[config.mk]
export PLATFORM = sky130hd
export DESIGN_NAME = axi_rd_resp_stub
export DESIGN_NICKNAME = d
export VERILOG_FILES = /design/src/rtl/axi_rd_resp_stub.sv
export SDC_FILE = /design/constraint.sdc
export NUM_CORES = 1
export LEC_CHECK = 0
export ABC_AREA = 0
export BUFFER_PORTS_ARGS = -buffer_cell sky130_fd_sc_hd__buf_4
export CORE_MARGIN = 3
export CORE_UTILIZATION = 40
export DETAILED_ROUTE_END_ITERATION = 6
export PLACE_DENSITY_LB_ADDON = 0.08
export SLEW_MARGIN = 20
export SYNTH_ARGS = -nofsm -noshare
export SYNTH_HDL_FRONTEND = slang
export SYNTH_SLANG_ARGS = --single-unit
[constraint.sdc]
create_clock -name clk -period 10.7 [get_ports clk]
set_clock_uncertainty 0.15 [all_clocks]
set_input_delay 1.605 -clock clk [delete_from_list [all_inputs] [get_ports clk]]
set_output_delay 1.605 -clock clk [all_outputs]
set_load 0.1 [all_outputs]
[src/rtl/axi_rd_resp_stub.sv]
// -----------------------------------------------------------------------------
// axi_rd_resp_stub
//   AXI4 read-channel responder (slave side of AR/R) used in place of a full RAM
//   model. Each returned beat carries a deterministic function of its own byte
//   address, so the consumer can check every beat without a write path.
//   Requests are queued in a small FIFO, several can be outstanding, and bursts
//   are returned in order after a programmable number of idle cycles.
//
// Ports
//   clk            in   clock, all logic on the rising edge
//   resetN         in   asynchronous active-low reset (aborts any burst in flight)
//   s_ar_valid     in   read request valid
//   s_ar_ready     out  request accepted on valid&ready (registered, low when full)
//   s_ar_addr      in   burst start byte address (INCR)
//   s_ar_len       in   beats-1
//   s_ar_id        in   transaction ID
//   s_r_valid      out  read beat valid
//   s_r_ready      in   beat consumed on valid&ready
//   s_r_data       out  beat address (truncated/extended) XOR DATA_SEED
//   s_r_last       out  final beat of burst
//   s_r_id         out  ID of the burst being returned
//   cfg_latency    in   idle cycles inserted before each burst
//   outstandingCnt out  bursts queued or in flight
//
// Build option
//   RD_STUB_STALL_EN : when defined, an 8-bit LFSR randomly withholds beats that
//                      have not yet been presented (valid, once raised, holds).
// -----------------------------------------------------------------------------
module axi_rd_resp_stub #(
  parameter int ADDR_BITS            = 16,
  parameter int TID_WIDTH            = 8,
  parameter int BURST_LEN_WIDTH      = 8,
  parameter int LOG_BLOCK_DATA_BYTES = 0,
  parameter int LOG_QUEUE_SIZE       = 2,
  parameter int LATENCY_WIDTH        = 4,
  parameter int DATA_BITS            = 8 << LOG_BLOCK_DATA_BYTES,
  parameter logic [DATA_BITS-1:0] DATA_SEED = {DATA_BITS{1'b0}}
) (
  input  logic                        clk,
  input  logic                        resetN,
  input  logic                        s_ar_valid,
  output logic                        s_ar_ready,
  input  logic [ADDR_BITS-1:0]        s_ar_addr,
  input  logic [BURST_LEN_WIDTH-1:0]  s_ar_len,
  input  logic [TID_WIDTH-1:0]        s_ar_id,
  output logic                        s_r_valid,
  input  logic                        s_r_ready,
  output logic [DATA_BITS-1:0]        s_r_data,
  output logic                        s_r_last,
  output logic [TID_WIDTH-1:0]        s_r_id,
  input  logic [LATENCY_WIDTH-1:0]    cfg_latency,
  output logic [LOG_QUEUE_SIZE:0]     outstandingCnt
);

  localparam int QDEPTH = 1 << LOG_QUEUE_SIZE;
  localparam int CW     = LOG_QUEUE_SIZE + 1;

  localparam logic [CW-1:0]              CNT_ZERO  = {CW{1'b0}};
  localparam logic [CW-1:0]              CNT_ONE   = {{(CW-1){1'b0}}, 1'b1};
  localparam logic [CW-1:0]              CNT_FULL  = CNT_ONE << LOG_QUEUE_SIZE;
  localparam logic [LOG_QUEUE_SIZE-1:0]  PTR_ONE   = {{(LOG_QUEUE_SIZE-1){1'b0}}, 1'b1};
  localparam logic [LATENCY_WIDTH-1:0]   LAT_ZERO  = {LATENCY_WIDTH{1'b0}};
  localparam logic [LATENCY_WIDTH-1:0]   LAT_ONE   = {{(LATENCY_WIDTH-1){1'b0}}, 1'b1};
  localparam logic [BURST_LEN_WIDTH-1:0] BEAT_ZERO = {BURST_LEN_WIDTH{1'b0}};
  localparam logic [BURST_LEN_WIDTH-1:0] BEAT_ONE  = {{(BURST_LEN_WIDTH-1){1'b0}}, 1'b1};

  typedef enum logic [1:0] {
    ST_IDLE  = 2'd0,
    ST_WAIT  = 2'd1,
    ST_BURST = 2'd2
  } state_t;

  // Data for one beat: byte address of the beat (wrapping in the address space)
  // resized to the data width and scrambled with the seed.
  function automatic logic [DATA_BITS-1:0] beat_data(
    input logic [ADDR_BITS-1:0]       base,
    input logic [BURST_LEN_WIDTH-1:0] beat
  );
    logic [ADDR_BITS-1:0] beat_addr;
    beat_addr = base + (ADDR_BITS'(beat) << LOG_BLOCK_DATA_BYTES);
    return DATA_BITS'(beat_addr) ^ DATA_SEED;
  endfunction

  // Request FIFO storage
  logic [ADDR_BITS-1:0]       fifo_addr_q [QDEPTH];
  logic [BURST_LEN_WIDTH-1:0] fifo_len_q  [QDEPTH];
  logic [TID_WIDTH-1:0]       fifo_id_q   [QDEPTH];

  logic [LOG_QUEUE_SIZE-1:0]  wr_ptr_q, wr_ptr_d;
  logic [LOG_QUEUE_SIZE-1:0]  rd_ptr_q, rd_ptr_d;
  logic [CW-1:0]              count_q, count_d;
  logic                       ar_ready_q, ar_ready_d;

  state_t                     state_q, state_d;
  logic [LATENCY_WIDTH-1:0]   lat_q, lat_d;
  logic [BURST_LEN_WIDTH-1:0] beat_q, beat_d;
  logic                       r_valid_q, r_valid_d;
  logic [DATA_BITS-1:0]       r_data_q, r_data_d;
  logic                       r_last_q, r_last_d;
  logic [TID_WIDTH-1:0]       r_id_q, r_id_d;

  logic                       push_s;
  logic                       pop_s;
  logic                       present_s;
  logic                       remain_s;
  logic [BURST_LEN_WIDTH-1:0] beat_inc_s;
  logic [ADDR_BITS-1:0]       head_addr_s;
  logic [BURST_LEN_WIDTH-1:0] head_len_s;
  logic [TID_WIDTH-1:0]       head_id_s;

  assign push_s      = s_ar_valid & ar_ready_q;
  assign head_addr_s = fifo_addr_q[rd_ptr_q];
  assign head_len_s  = fifo_len_q[rd_ptr_q];
  assign head_id_s   = fifo_id_q[rd_ptr_q];
  assign beat_inc_s  = beat_q + BEAT_ONE;
  // Another burst is waiting once the current one pops, counting a same-cycle push.
  assign remain_s    = (count_q > CNT_ONE) | push_s;

`ifdef RD_STUB_STALL_EN
  logic [7:0] lfsr_q, lfsr_d;

  // LFSR next value, taps x^8+x^6+x^5+x^4+1
  always_comb begin
    lfsr_d = {lfsr_q[6:0], lfsr_q[7] ^ lfsr_q[5] ^ lfsr_q[4] ^ lfsr_q[3]};
  end

  // LFSR register, free-running
  always_ff @(posedge clk or negedge resetN) begin
    if (!resetN) begin
      lfsr_q <= 8'hA5;
    end else begin
      lfsr_q <= lfsr_d;
    end
  end

  // Registered valid is decided from the LFSR value of the cycle it applies to.
  assign present_s = ~lfsr_d[0];
`else
  assign present_s = 1'b1;
`endif

  // Response FSM: latency countdown, beat sequencing and R output registers
  always_comb begin
    state_d   = state_q;
    lat_d     = lat_q;
    beat_d    = beat_q;
    r_valid_d = r_valid_q;
    r_data_d  = r_data_q;
    r_last_d  = r_last_q;
    r_id_d    = r_id_q;
    pop_s     = 1'b0;
    case (state_q)
      ST_IDLE: begin
        if (count_q != CNT_ZERO) begin
          state_d = ST_WAIT;
          lat_d   = cfg_latency;
        end else begin
          state_d = ST_IDLE;
        end
      end
      ST_WAIT: begin
        if (lat_q == LAT_ZERO) begin
          state_d   = ST_BURST;
          beat_d    = BEAT_ZERO;
          r_data_d  = beat_data(head_addr_s, BEAT_ZERO);
          r_last_d  = (head_len_s == BEAT_ZERO);
          r_id_d    = head_id_s;
          r_valid_d = present_s;
        end else begin
          lat_d = lat_q - LAT_ONE;
        end
      end
      ST_BURST: begin
        if (r_valid_q && s_r_ready) begin
          if (beat_q == head_len_s) begin
            pop_s     = 1'b1;
            beat_d    = BEAT_ZERO;
            r_valid_d = 1'b0;
            r_last_d  = 1'b0;
            if (remain_s) begin
              state_d = ST_WAIT;
              lat_d   = cfg_latency;
            end else begin
              state_d = ST_IDLE;
            end
          end else begin
            beat_d    = beat_inc_s;
            r_data_d  = beat_data(head_addr_s, beat_inc_s);
            r_last_d  = (beat_inc_s == head_len_s);
            r_valid_d = present_s;
          end
        end else if (!r_valid_q) begin
          // Beat not yet presented: may still be withheld this cycle.
          r_valid_d = present_s;
        end else begin
          // Presented beat holds until the handshake.
          r_valid_d = 1'b1;
        end
      end
      default: begin
        state_d   = ST_IDLE;
        r_valid_d = 1'b0;
        r_last_d  = 1'b0;
      end
    endcase
  end

  // FIFO pointer, occupancy and AR ready next-state
  always_comb begin
    wr_ptr_d   = push_s ? (wr_ptr_q + PTR_ONE) : wr_ptr_q;
    rd_ptr_d   = pop_s  ? (rd_ptr_q + PTR_ONE) : rd_ptr_q;
    count_d    = count_q + {{(CW-1){1'b0}}, push_s} - {{(CW-1){1'b0}}, pop_s};
    // Ready follows registered occupancy: a pop while full raises it one cycle later.
    ar_ready_d = (count_d != CNT_FULL);
  end

  // FIFO storage write on AR handshake
  always_ff @(posedge clk) begin
    if (push_s) begin
      fifo_addr_q[wr_ptr_q] <= s_ar_addr;
      fifo_len_q[wr_ptr_q]  <= s_ar_len;
      fifo_id_q[wr_ptr_q]   <= s_ar_id;
    end
  end

  // State, pointer and output registers
  always_ff @(posedge clk or negedge resetN) begin
    if (!resetN) begin
      wr_ptr_q   <= {LOG_QUEUE_SIZE{1'b0}};
      rd_ptr_q   <= {LOG_QUEUE_SIZE{1'b0}};
      count_q    <= CNT_ZERO;
      ar_ready_q <= 1'b1;
      state_q    <= ST_IDLE;
      lat_q      <= LAT_ZERO;
      beat_q     <= BEAT_ZERO;
      r_valid_q  <= 1'b0;
      r_data_q   <= {DATA_BITS{1'b0}};
      r_last_q   <= 1'b0;
      r_id_q     <= {TID_WIDTH{1'b0}};
    end else begin
      wr_ptr_q   <= wr_ptr_d;
      rd_ptr_q   <= rd_ptr_d;
      count_q    <= count_d;
      ar_ready_q <= ar_ready_d;
      state_q    <= state_d;
      lat_q      <= lat_d;
      beat_q     <= beat_d;
      r_valid_q  <= r_valid_d;
      r_data_q   <= r_data_d;
      r_last_q   <= r_last_d;
      r_id_q     <= r_id_d;
    end
  end

  assign s_ar_ready     = ar_ready_q;
  assign s_r_valid      = r_valid_q;
  assign s_r_data       = r_data_q;
  assign s_r_last       = r_last_q;
  assign s_r_id         = r_id_q;
  assign outstandingCnt = count_q;

endmodule

# Word-level counts from Yosys, hierarchy flattened
# Memory sizes are Yosys's and may differ from the RTL's. A register that Yosys moved wholly into a read port is not among the register bits.
# Cells that the tools add are included.
# W data, S select, Z words.
[totals]
reg_bits = 32
latchBits = 0
mem_bits_rw = 128
mem_bits_ro = 0
inputBits = 40
output_inout_bits = 22
wordCells = 84
n_memories = 3
[op_classes]
add_sub_neg = 7
multipliers = 0
n_div = 0
order_cmp = 1
n_eq_ne = 12
shift = 0
n_mux = 33
n_bitwise = 3
n_reduce_logical = 15
[memory_table]
columns = ["name", "depth", "width", "rd", "rd_clocked_by_memory_dff", "wr", "line_no", "source"]
rows = [
  ["fifo_addr_q", 4, 16, 1, 0, 1, "85", "logic [ADDR_BITS-1:0] fifo_addr_q [QDEPTH];"],
  ["fifo_id_q", 4, 8, 1, 1, 1, "87", "logic [TID_WIDTH-1:0] fifo_id_q [QDEPTH];"],
  ["fifo_len_q", 4, 8, 1, 0, 1, "86", "logic [BURST_LEN_WIDTH-1:0] fifo_len_q [QDEPTH];"],
]
[op_table]
columns = ["operator", "count"]
rows = [
  ["$mux W8", 6],
  ["$pmux W8 S2", 2],
  ["$mux W4", 5],
  ["$eq A8 B8 Y1", 2],
  ["$ne A2 B2 Y1 const B", 7],
  ["$mux W1", 13],
  ["$pmux W4 S3", 1],
  ["$reduce_and A3 Y1", 3],
  ["$add A8 B1 Y8 const B", 1],
  ["$add A8 B8 Y8", 1],
  ["$logic_not A8 Y1", 1],
  ["$mux W2", 3],
  ["$pmux W1 S3", 2],
  ["$pmux W2 S3", 1],
  ["$reduce_and A6 Y1", 1],
  ["$reduce_bool A3 Y1", 2],
  ["$add A2 B1 Y2 const B", 2],
  ["$logic_not A4 Y1", 1],
  ["$reduce_and A2 Y1", 2],
  ["$reduce_and A4 Y1", 1],
  ["$sub A4 B1 Y4 const B", 1],
  ["$add A3 B1 Y3", 1],
  ["$gt A3 B1 Y1 const B", 1],
  ["$ne A3 B3 Y1 const B", 1],
  ["other kinds (10)", 10],
]

# Logic depth before layout (Yosys ltp)
# Gate-level depths: netlist of run 1.
# An unclocked memory read counts as a cell.
[depth]
depth_word = 7
ltp_mapped = 12

# Worst setup path after synthesis of run 1
# Ideal clock, no wire load.
[synth_timing]
path_type = "input-to-reg"
startpoint = "in s_r_ready"
endpoint = "reg ar_ready_q, in the netlist s_ar_ready"
setup_ns = 0.083
arrival_ns = 3.241
t_required_ns = 10.467
setup_slack_ns = 7.226
cell_stages = 8
path_buffers = 0
cell_sequence = "nand2_1 > nor4_2 > ha_1 > inv_1 > ha_1 > fa_1 > nor2_1 > nand2_1"
[synth_via]
elab_chain_cells = 5
[synth_lines]
columns = ["element", "line_no", "source"]
rows = [
  ["start, declared", "47", "input logic s_r_ready,"],
  ["$logic_and A1 B1 Y1", "174", "if (r_valid_q && s_r_ready) begin"],
  ["$mux W1", "174", ""],
  ["$mux W1", "152", "case (state_q)"],
  ["via pop_s", "103", "logic pop_s;"],
  ["$sub A3 B1 Y3", "212", "count_d = count_q + {{(CW-1){1'b0}}, push_s} - {{(CW-1){1'b0}}, pop_s};"],
  ["via count_d[1]", "91", "logic [CW-1:0] count_q, count_d;"],
  ["$ne A3 B3 Y1", "214", "ar_ready_d = (count_d != CNT_FULL);"],
  ["via ar_ready_d", "92", "logic ar_ready_q, ar_ready_d;"],
  ["end signal, assigned", "244", "ar_ready_q <= ar_ready_d;"],
  ["end, declared", "92", ""],
]
# The timed path passes the listed nets, and every way through them passes these cells.
# A chain may end at the register's enable or synchronous reset.

# Worst setup path in the final report of run 1
[layout_timing]
startpoint = "reg rd_ptr_q[0]"
endpoint = "reg ar_ready_q, in the netlist s_ar_ready"
[layout_via]
elab_chain_cells = 7
[layout_lines]
columns = ["element", "line_no", "source"]
rows = [
  ["start, declared", "90", "logic [LOG_QUEUE_SIZE-1:0] rd_ptr_q, rd_ptr_d;"],
  ["start signal, assigned", "230", "rd_ptr_q <= {LOG_QUEUE_SIZE{1'b0}};"],
  ["start signal, assigned", "242", "rd_ptr_q <= rd_ptr_d;"],
  ["$mem_v2 Z4 W8", "--", ""],
  ["$eq A8 B8 Y1", "175", "if (beat_q == head_len_s) begin"],
  ["$mux W1", "175", ""],
  ["$mux W1", "174", ""],
  ["$mux W1", "152", ""],
  ["via pop_s", "103", ""],
  ["$sub A3 B1 Y3", "212", ""],
  ["via count_d[1]", "91", ""],
  ["$ne A3 B3 Y1", "214", ""],
  ["via ar_ready_d", "92", ""],
]
# The timed path passes the listed nets, and every way through them passes these cells.

==> results_dict.tcl, run 1 <==
set metrics [dict create \
    syn_to_final_growth_pct 19.16 \
    synth_top_area_frac 0.4618 \
    leakage_nw 2.839 \
    cts_buffers 17 \
    max_cap_viol_count 0 \
    power_frac_clock 0.275 \
    firstDrtPassIters 4 \
    cts_tree "yes" \
    combPwrFrac 0.357 \
    synth_top_area_cell "edfxtp_1" \
    ys_types 61 \
    synthCells 412 \
    hp-class "flip-flop to flip-flop" \
    rows 45 \
    die_y_um 130.9 \
    antenna_found_initial 0 \
    ctsHtreeMaxLevel 4 \
    grt_setup_unrepaired "false" \
    hold_viol_final 0 \
    status "finished clean" \
    insertion_delay_ns 0.41 \
    syn_nets 474 \
    die_w_um 130.9 \
    tightestPinTransition_ns 0.7930 \
    async_flop_share 0.2941 \
    switching_share 0.3822 \
    ios 62 \
    syn-cell-area_mm2 0.006242 \
    synth_edf_count 96 \
    p_per_area_mw_per_mm2 275.5 \
    routedWlPerCell_um 18.20 \
    ys.flop_type "edfxtp_1" \
    nets 536 \
    ys_seq_area_frac 0.6224 \
    cp_common_cell "ha_1" \
    start_util 0.4091 \
    worst_path_max_delay_cell "mux4_1" \
    power.switching_mw 0.7834 \
    ctsHoldBuffers 0 \
    cts_post_setup_buffers_inserted 0 \
    total_power_mw 2.050 \
    seqPwrFrac 0.368 \
    dieArea_mm2 0.01714 \
    drive_gt1_frac 0.2834 \
    period_needed_ns 3.918 \
    critical_path_class "flip-flop to flip-flop" \
    final.setup.tns_ns 0 \
    grt_pass1_vias 3732 \
    via_count 3581 \
    vias_per_cell 5.130 \
    yosys-top-cells-area "edfxtp_1 (46%), dfrtp_1 (16%), mux4_2 (7.2%)" \
    yosys_register_bits 136 \
    crit_family "simple AND/OR/NAND/NOR gates" \
    cp-end-kind "flip-flop" \
    diodes 0 \
    cts_repair_resize_count 0 \
    slew-limit-headroom 0.4678 \
    max_freq_mhz 255.2 \
    critical_path_arrival_ns 4.11 \
    clock_path_buffers 2 \
    cts.reportedPaths.clkPinSlew_ns 0.06 \
    critPathMaxFanout 26 \
    ir_drop_mv 0.1294 \
    routed_wl_um 12710 \
    finalSetupViolations 0 \
    ys_warn_count 0 \
    grt_max_degree 41 \
    finish.utilization 0.4875 \
    worstPathCellList "buf_4 > mux4_1 > xor2_1 > or4_4 > nor4_2 > ha_1 > inv_1 > ha_1 > fa_1 > nor2_1 > nand2_1" \
    gp_congestion 0.7913 \
    crit_buf_inv 2 \
    design.core.area_mm2 0.01526 \
    drc_errors 0 \
    syn_area_per_cell_um2 15.15 \
    maxSlewViolCount 0 \
    worstPathRequired_ns 10.89 \
    hold_slack_ns 0.3553 \
    slowest_delay_ns 0.75 \
    dpl.hpwl_um 8056 \
    grt_pass1_wl_um 20360 \
    cts-root-buf "clkbuf_16" \
    grt_overflow 0 \
    io_buffers 53 \
    clock_sinks 136 \
    grt_usage 0.1619 \
    final_antenna_net_count 0 \
    startpoint_type "flip-flop" \
    fin_crit_sh 0.3662 \
    internal_power_mw 1.266 \
    drt_iter0_markers 200 \
]
[stage by stage]
| step | cells | setup WS [ns] | area (um^2) |
|---|---|---|---|
| 6_report | 698 | 6.782 | 7438 |
| 5_1_grt | 698 | 6.487 | 7438 |
| 4_1_cts | 698 | 6.704 | 7438 |
| 3_5_place_dp | 666 | 6.724 | 6872 |
| 3_3_place_gp | 666 | 6.739 | 6872 |
| 2_1_floorplan | 412 | 7.226 | 6242 |
[Yosys cell counts (2+ instances only)]
library cell	count
o21ai_0	21
mux4_2	20
nor2_1	17
fa_1	2
nor3_2	2
or3_1	3
buf_1	2
and2_1	4
edfxtp_1	96
mux4_1	4
dfrtp_1	39
nand2_1	27
clkbuf_1	7
and3_1	7
xnor2_1	15
nand4_1	2
a22o_1	5
nand2b_1	2
a21oi_1	9
ha_1	20
mux2_2	18
nand3_1	8
buf_6	2
inv_1	18
a21o_1	4
o21bai_1	2
a31oi_1	3
xor2_1	10
o31ai_1	2
nor3_1	7
buf_2	2
o221a_1	2
o211ai_1	2
[power by group through the flow]
stage	combinational [mW]	sequential (mW)	clock, mW
finish	0.731	0.755	0.563
global route	0.784	0.769	0.603
CTS	0.739	0.757	0.576
detailed placement	0.738	0.767	0
global placement	0.732	0.762	0
floorplan	0.295	1.02	0
[path summary, 6_finish.rpt]
check | start | endpoint | slack [ns] | cells past startpoint
max | rd_ptr_q[0]$_DFFE_PN0P_ | s_ar_ready$_DFF_PN1_ | 6.78 | 11
min | s_r_id[5]$_DFFE_PN0P_ | s_r_id[5]$_DFFE_PN0P_ | 0.36 | 1
max reg2reg | rd_ptr_q[0]$_DFFE_PN0P_ | s_ar_ready$_DFF_PN1_ | 6.78 | 11
min reg2reg | s_r_id[5]$_DFFE_PN0P_ | s_r_id[5]$_DFFE_PN0P_ | 0.36 | 1
max in group asynchronous | resetN | s_r_id[0]$_DFFE_PN0P_ | 8.97 | 1
min in group asynchronous | resetN | state_q[0]$_DFFE_PN0P_ | 1.04 | 1
[cell type report]
class                           instances  area [um^2]
Fill cell                            1337         7820
Sequential cell                       136         3885
Multi-Input combinational cell        244         2231
Clock buffer                           23        467.9
Timing Repair Buffer                   56        420.4
Tap cell                              211        264.0
Clock inverter                          9        98.84
Inverter                               19        71.32
[flip-flops by register name (all words and copies together) (netlist names)]
signal and flops:
fifo_addr_q 32, state_q 2, fifo_len_q 32, s_r_id 8
fifo_id_q 32, beat_q 8, s_ar_ready 1, s_r_last 1
outstandingCnt 3, s_r_valid 1, wr_ptr_q 2, s_r_data 8
rd_ptr_q 2, lat_q 4
[placed cells by master (no fill, tap or decap), types with 4 or more instances in the layout]
cell	n
a21o_1	4
buf_4	56
nand3_1	8
dfrtp_1	39
and2_1	4
inv_1	18
nand2_1	27
xnor2_1	15
xor2_1	10
a21oi_1	9
edfxtp_1	96
nor3_1	7
mux2_2	18
nor2_1	17
o21ai_0	21
a22o_1	5
clkbuf_16	17
and3_2	4
ha_1	20
mux4_2	20
mux4_1	4
clkbuf_1	4
[logic make-up (layout without fill, tap and decap cells)]
| family | count (synthesis) | after routing | synth area share |
|---|---|---|---|
| simple gates | 90 | 90 | 0.07757 |
| compound gates | 63 | 63 | 0.06955 |
| buf+inv | 32 | 107 | 0.02205 |
| fa+ha+maj | 22 | 22 | 0.04650 |
| flops | 136 | 136 | 0.6224 |
| mux | 43 | 43 | 0.1233 |
| xor+xnor | 26 | 26 | 0.03868 |
[per-layer routing]
metal | GRT usage | vias to the layer above | routed length, um
li1 | - | 1699 | -
met1 | 0.2147 | 1804 | 5965
met2 | 0.2543 | 67 | 6065
met3 | 0.05285 | 11 | 435
met4 | 0.05203 | 0 | 239
met5 | 0 | - | 0
Note: power is estimated with default switching activity, not from simulation.
==> run 2: changes to the inputs <==
==> constraint.sdc (replaced) <==
create_clock -name clk -period 4.05 [get_ports clk]
set_clock_uncertainty 0.15 [all_clocks]
set_input_delay 0.6075 -clock clk [delete_from_list [all_inputs] [get_ports clk]]
set_output_delay 0.6075 -clock clk [all_outputs]
set_load 0.1 [all_outputs]
==> results_dict.tcl, run 2 (synthesized netlist as in run 1, its figures left out) <==
set metrics [dict create \
    slowest_delay_ns 0.72 \
    grt_setup_unrepaired "false" \
    final.setup.tns_ns 0 \
    largestRegisters "fifo_addr_q (32), fifo_id_q (32), fifo_len_q (32)" \
    cts-root-buf "clkbuf_16" \
    io_buffers 53 \
    via_count 3637 \
    firstDrtPassIters 4 \
    critical_path_arrival_ns 3.83 \
    antenna_found_initial 0 \
    vias_per_cell 5.181 \
    insertion_delay_ns 0.42 \
    cts_tree "yes" \
    routed_wl_um 12630 \
    ir_drop_mv 0.5655 \
    ios 62 \
    hold_viol_final 0 \
    cts_repair_resize_count 0 \
    maxSlewViolCount 0 \
    design.core.area_mm2 0.01526 \
    worstPathCellList "mux4_1 > xor2_1 > or4_4 > nor4_2 > ha_1 > inv_1 > ha_1 > fa_1 > nor2_1 > nand2_1" \
    fillCellCount 1328 \
    tightestPinTransition_ns 0.7745 \
    worst_path_max_delay_cell "mux4_1" \
    die_w_um 130.9 \
    final_antenna_net_count 0 \
    drt_iter0_markers 220 \
    drive_gt1_frac 0.2953 \
    max_cap_viol_count 0 \
    final_cell_mix "edfxtp_1 (96), buf_4 (60), dfrtp_1 (39)" \
    grt_max_degree 41 \
    startpoint_type "flip-flop" \
    die_y_um 130.9 \
    grt_usage 0.1606 \
    worstPathRequired_ns 4.25 \
    critical_path_class "flip-flop to flip-flop" \
    drc_errors 0 \
    clock_sinks 136 \
    grt_pass1_wl_um 19950 \
    max_freq_mhz 275.5 \
    dieArea_mm2 0.01714 \
    cp_common_cell "ha_1" \
    cts.reportedPaths.clkPinSlew_ns 0.06 \
    rows 45 \
    nets 540 \
    leakage_nw 2.870 \
    finalSetupViolations 0 \
    start_util 0.4091 \
    ctsHoldBuffers 0 \
    ctsHtreeMaxLevel 4 \
    grt_overflow 0 \
    period_needed_ns 3.630 \
    cts_post_setup_buffers_inserted 0 \
    routedWlPerCell_um 17.99 \
    cts_buffers 17 \
    p_per_area_mw_per_mm2 730.9 \
    dpl.hpwl_um 8208 \
    hp-class "input port to async pin" \
    fin_crit_sh 0.8963 \
    total_power_mw 5.480 \
    status "finished clean" \
    diodes 0 \
    grt_pass1_vias 3633 \
    critPathMaxFanout 7 \
    final_common_cell "edfxtp_1" \
    cp-end-kind "flip-flop" \
    clock_path_buffers 2 \
    slew-limit-headroom 0.4837 \
    gp_congestion 0.8155 \
    syn_to_final_growth_pct 20.12 \
]
run 2: stage by stage:
step / hold WS (ns) / utilization / worst slack, ns / cells / area [um^2]
finish: 0.03643 / 0.4914 / 0.4200 / 702 / 7498
global route: 0.05692 / 0.4914 / 0.1631 / 702 / 7498
CTS: 0.03857 / 0.4914 / 0.3841 / 702 / 7498
detailed placement: 0.3495 / 0.4523 / 0.4007 / 670 / 6902
global placement: 0.3413 / 0.4523 / 0.4369 / 670 / 6902
floorplan: 0.1619 / - / 0.6481 / 412 / 6242
run 2: critical path: cells and delay by family, from the launching register on:
family / cells / cell delay (ns)
flip-flops: 1 / 0.56
XOR/XNOR: 1 / 0.19
buffers and inverters: 1 / 0.06
multiplexers: 1 / 0.72
AND/OR/NAND/NOR: 4 / 1.00
adder cells (fa/ha/maj): 3 / 0.87
run 2: worst paths after layout:
| kind | cells past startpoint | start | slack (ns) | to |
|---|---|---|---|---|
| worst max-delay path | 10 | rd_ptr_q[0]$_DFFE_PN0P_ | 0.42 | s_ar_ready$_DFF_PN1_ |
| worst min-delay path | 1 | resetN | 0.04 | state_q[0]$_DFFE_PN0P_ |
| worst max register to register | 10 | rd_ptr_q[0]$_DFFE_PN0P_ | 0.42 | s_ar_ready$_DFF_PN1_ |
| worst min register to register | 1 | s_r_id[3]$_DFFE_PN0P_ | 0.36 | s_r_id[3]$_DFFE_PN0P_ |
| max in group asynchronous | 1 | resetN | 3.32 | s_r_data[1]$_DFFE_PN0P_ |
| min in group clk | 1 | s_ar_addr[0] | 0.24 | fifo_addr_q[3][0]$_DFFE_PP_ |
run 2: routing by layer:
metal / vias up / share of wire / track usage
li1: 1710 / - / -
met1: 1837 / 0.46 / 0.2088
met2: 76 / 0.49 / 0.2555
met3: 14 / 0.039 / 0.05000
met4: 0 / 0.015 / 0.05747
met5: - / 0 / 0
run 2: final cells by class:
| cell class | instances | area (um^2) | share of cell area |
|---|---|---|---|
| clock inverter | 12 | 150.1 | 0.02002 |
| clock buffer | 20 | 446.7 | 0.05957 |
| timing repair buffer | 60 | 450.4 | 0.06007 |
| sequential | 136 | 3885 | 0.5181 |
| multi-input combinational | 244 | 2231 | 0.2975 |
| inverter | 19 | 71.32 | 0.009511 |
| tap | 211 | 264.0 | 0.03521 |
run 2: report_power, final:
part	leakage, nW	switching [mW]	internal, mW	total [mW]
Combinational	1.20	1.36	0.573	1.94
Clock	0.288	0.571	0.981	1.55
Sequential	1.38	0.148	1.84	1.99
==> run 3: changes to the inputs <==
--- a/config.mk
+++ b/config.mk
@@ -5,7 +5,7 @@
 export SDC_FILE = /design/constraint.sdc
 export NUM_CORES = 1
 export LEC_CHECK = 0
-export ABC_AREA = 0
+export ABC_AREA = 1
 export BUFFER_PORTS_ARGS = -buffer_cell sky130_fd_sc_hd__buf_4
 export CORE_MARGIN = 3
 export CORE_UTILIZATION = 40
==> results_dict.tcl, run 3 <==
set metrics [dict create \
    cts.reportedPaths.clkPinSlew_ns 0.06 \
    routedWlPerCell_um 16.44 \
    synthCells 615 \
    power.switching_mw 2.226 \
    ctsHoldBuffers 0 \
    grt_setup_unrepaired "false" \
    power_frac_clock 0.273 \
    max_freq_mhz 311.0 \
    cp-end-kind "flip-flop" \
    firstDrtPassIters 4 \
    tightestPinTransition_ns 0.6211 \
    grt_pass1_wl_um 24150 \
    die_y_um 132.5 \
    synthTopCellsByCount "nand2_1 (148), edfxtp_1 (96), nor2_1 (61)" \
    switching_share 0.4119 \
    slew-limit-headroom 0.5860 \
    status "finished clean" \
    maxSlewViolCount 0 \
    worstPathRequired_ns 4.24 \
    crit_family "simple AND/OR/NAND/NOR gates" \
    worstPathCellList "buf_4 > inv_2 > nand2_1 > nand3_1 > nand2_1 > nand2_1 > nand2_1 > inv_1 > nand2_1 > nor2_4 > nand3_4 > nor2_1 > ha_1 > inv_1 > ha_1 > fa_1 > nor2_1 > nand2_1" \
    clock_sinks 136 \
    rows 45 \
    hold_viol_final 0 \
    grt_usage 0.1792 \
    critical_path_class "flip-flop to flip-flop" \
    combPwrFrac 0.360 \
    total_power_mw 5.405 \
    gp_congestion 0.8596 \
    cts_tree "yes" \
    synth_edf_count 96 \
    p_per_area_mw_per_mm2 710.2 \
    final.setup.tns_ns 0 \
    cp_common_cell "nand2_1" \
    hp-class "input port to async pin" \
    critPathMaxFanout 20 \
    grt_pass1_vias 4599 \
    vias_per_cell 5.033 \
    rr_startpoint "rd_ptr_q[0]$_DFFE_PN0P_" \
    drt_iter0_markers 282 \
    cts_buffers 17 \
    ys_seq_area_frac 0.6067 \
    clock_path_buffers 2 \
    die_w_um 132.5 \
    leakage_nw 3.180 \
    yosys-top-cells-area "edfxtp_1 (45%), dfrtp_1 (15%), nand2_1 (8.7%)" \
    drc_errors 0 \
    grt_max_degree 41 \
    yosysMostFrequentCell "nand2_1" \
    dpl.hpwl_um 9572 \
    max_cap_viol_count 0 \
    grt_overflow 0 \
    syn_nets 677 \
    synth_top_area_cell "edfxtp_1" \
    critical_path_arrival_ns 3.41 \
    start_util 0.4151 \
    final_cell_mix "nand2_1 (148), edfxtp_1 (96), buf_4 (63)" \
    cts_repair_resize_count 0 \
    ctsHtreeMaxLevel 4 \
    syn_to_final_growth_pct 18.86 \
    syn_area_per_cell_um2 10.41 \
    routed_wl_um 14810 \
    crit_buf_inv 4 \
    ys_warn_count 0 \
    worst_path_max_delay_cell "fa_1" \
    async_flop_share 0.2941 \
    seqPwrFrac 0.366 \
    ios 62 \
    antenna_found_initial 0 \
    startpoint "rd_ptr_q[0]$_DFFE_PN0P_" \
    finalSetupViolations 0 \
    ir_drop_mv 0.4941 \
    internal_power_mw 3.179 \
    dieArea_mm2 0.01756 \
    slowest_delay_ns 0.44 \
    io_buffers 53 \
    ys_types 38 \
    largestRegisters "fifo_addr_q (32), fifo_id_q (32), fifo_len_q (32)" \
    final_common_cell "nand2_1" \
    final_antenna_net_count 0 \
    drive_gt1_frac 0.1899 \
    cts-root-buf "clkbuf_16" \
    nets 739 \
    startpoint_type "flip-flop" \
    synth_top_area_frac 0.4502 \
    via_count 4535 \
    insertion_delay_ns 0.42 \
    ys.flop_type "edfxtp_1" \
    design.core.area_mm2 0.01543 \
    diodes 0 \
    fin_crit_sh 0.7939 \
    syn-cell-area_mm2 0.006404 \
    cts_post_setup_buffers_inserted 0 \
    period_needed_ns 3.215 \
    yosys_register_bits 136 \
]
## run 3: cell families after synthesis
group,share of synthesized area
AO/OA/AOI/OAI,0.07737
XOR/XNOR,0.01505
adder cells (fa/ha/maj),0.04533
buffers and inverters,0.04494
flip-flops,0.6067
multiplexers,0.01719
AND/OR/NAND/NOR,0.1934
## run 3: path summary, 6_finish.rpt
kind                                              to  slack (ns)  depth (start not counted)
setup / recovery                s_ar_ready$_DFF_PN1_        0.83                         18
hold / removal               wr_ptr_q[0]$_DFFE_PN0P_        0.03                          1
setup reg to reg                s_ar_ready$_DFF_PN1_        0.83                         18
hold reg to reg              s_r_data[6]$_DFFE_PN0P_        0.33                          2
max in group asynchronous    s_r_data[3]$_DFFE_PN0P_        3.30                          1
min in group clk           fifo_id_q[2][6]$_DFFE_PP_        0.23                          1
## run 3: power groups by stage
stage / clock network (mW) / registers (mW) / logic, mW
3_3_place_gp: 0 / 2.00 / 1.94
4_1_cts: 1.51 / 1.99 / 1.97
6_report: 1.48 / 1.98 / 1.95
3_5_place_dp: 0 / 2.01 / 1.96
2_1_floorplan: 0 / 2.70 / 0.769
5_1_grt: 1.57 / 2.02 / 2.12
## run 3: final cells by class
class | count | area, um^2
multi-input cells | 411 | 2241
fillers | 1453 | 7816
clock inverters | 15 | 142.6
repair buffers | 63 | 473.0
well taps | 211 | 264.0
flip-flops and latches | 136 | 3885
inverters | 48 | 180.2
clock buffers | 17 | 425.4
## run 3: layer usage
metal,vias up,wire [um],GRT usage
li1,2231,-,-
met1,2193,6851,0.2318
met2,90,7094,0.2944
met3,21,616,0.04943
met4,0,248,0.05658
met5,-,0,0
## run 3: metrics by stage
stage	hold slack, ns	utilization	cells	setup WS (ns)	instance area (um^2)
after floorplan	0.1619	-	615	1.266	6404
final	0.03282	0.4934	901	0.8345	7611
after detailed placement	0.3213	0.4565	869	0.8192	7043
after global placement	0.3211	0.4565	869	0.8543	7043
after global routing	0.06682	0.4934	901	0.4902	7611
after CTS	0.04775	0.4934	901	0.8133	7611
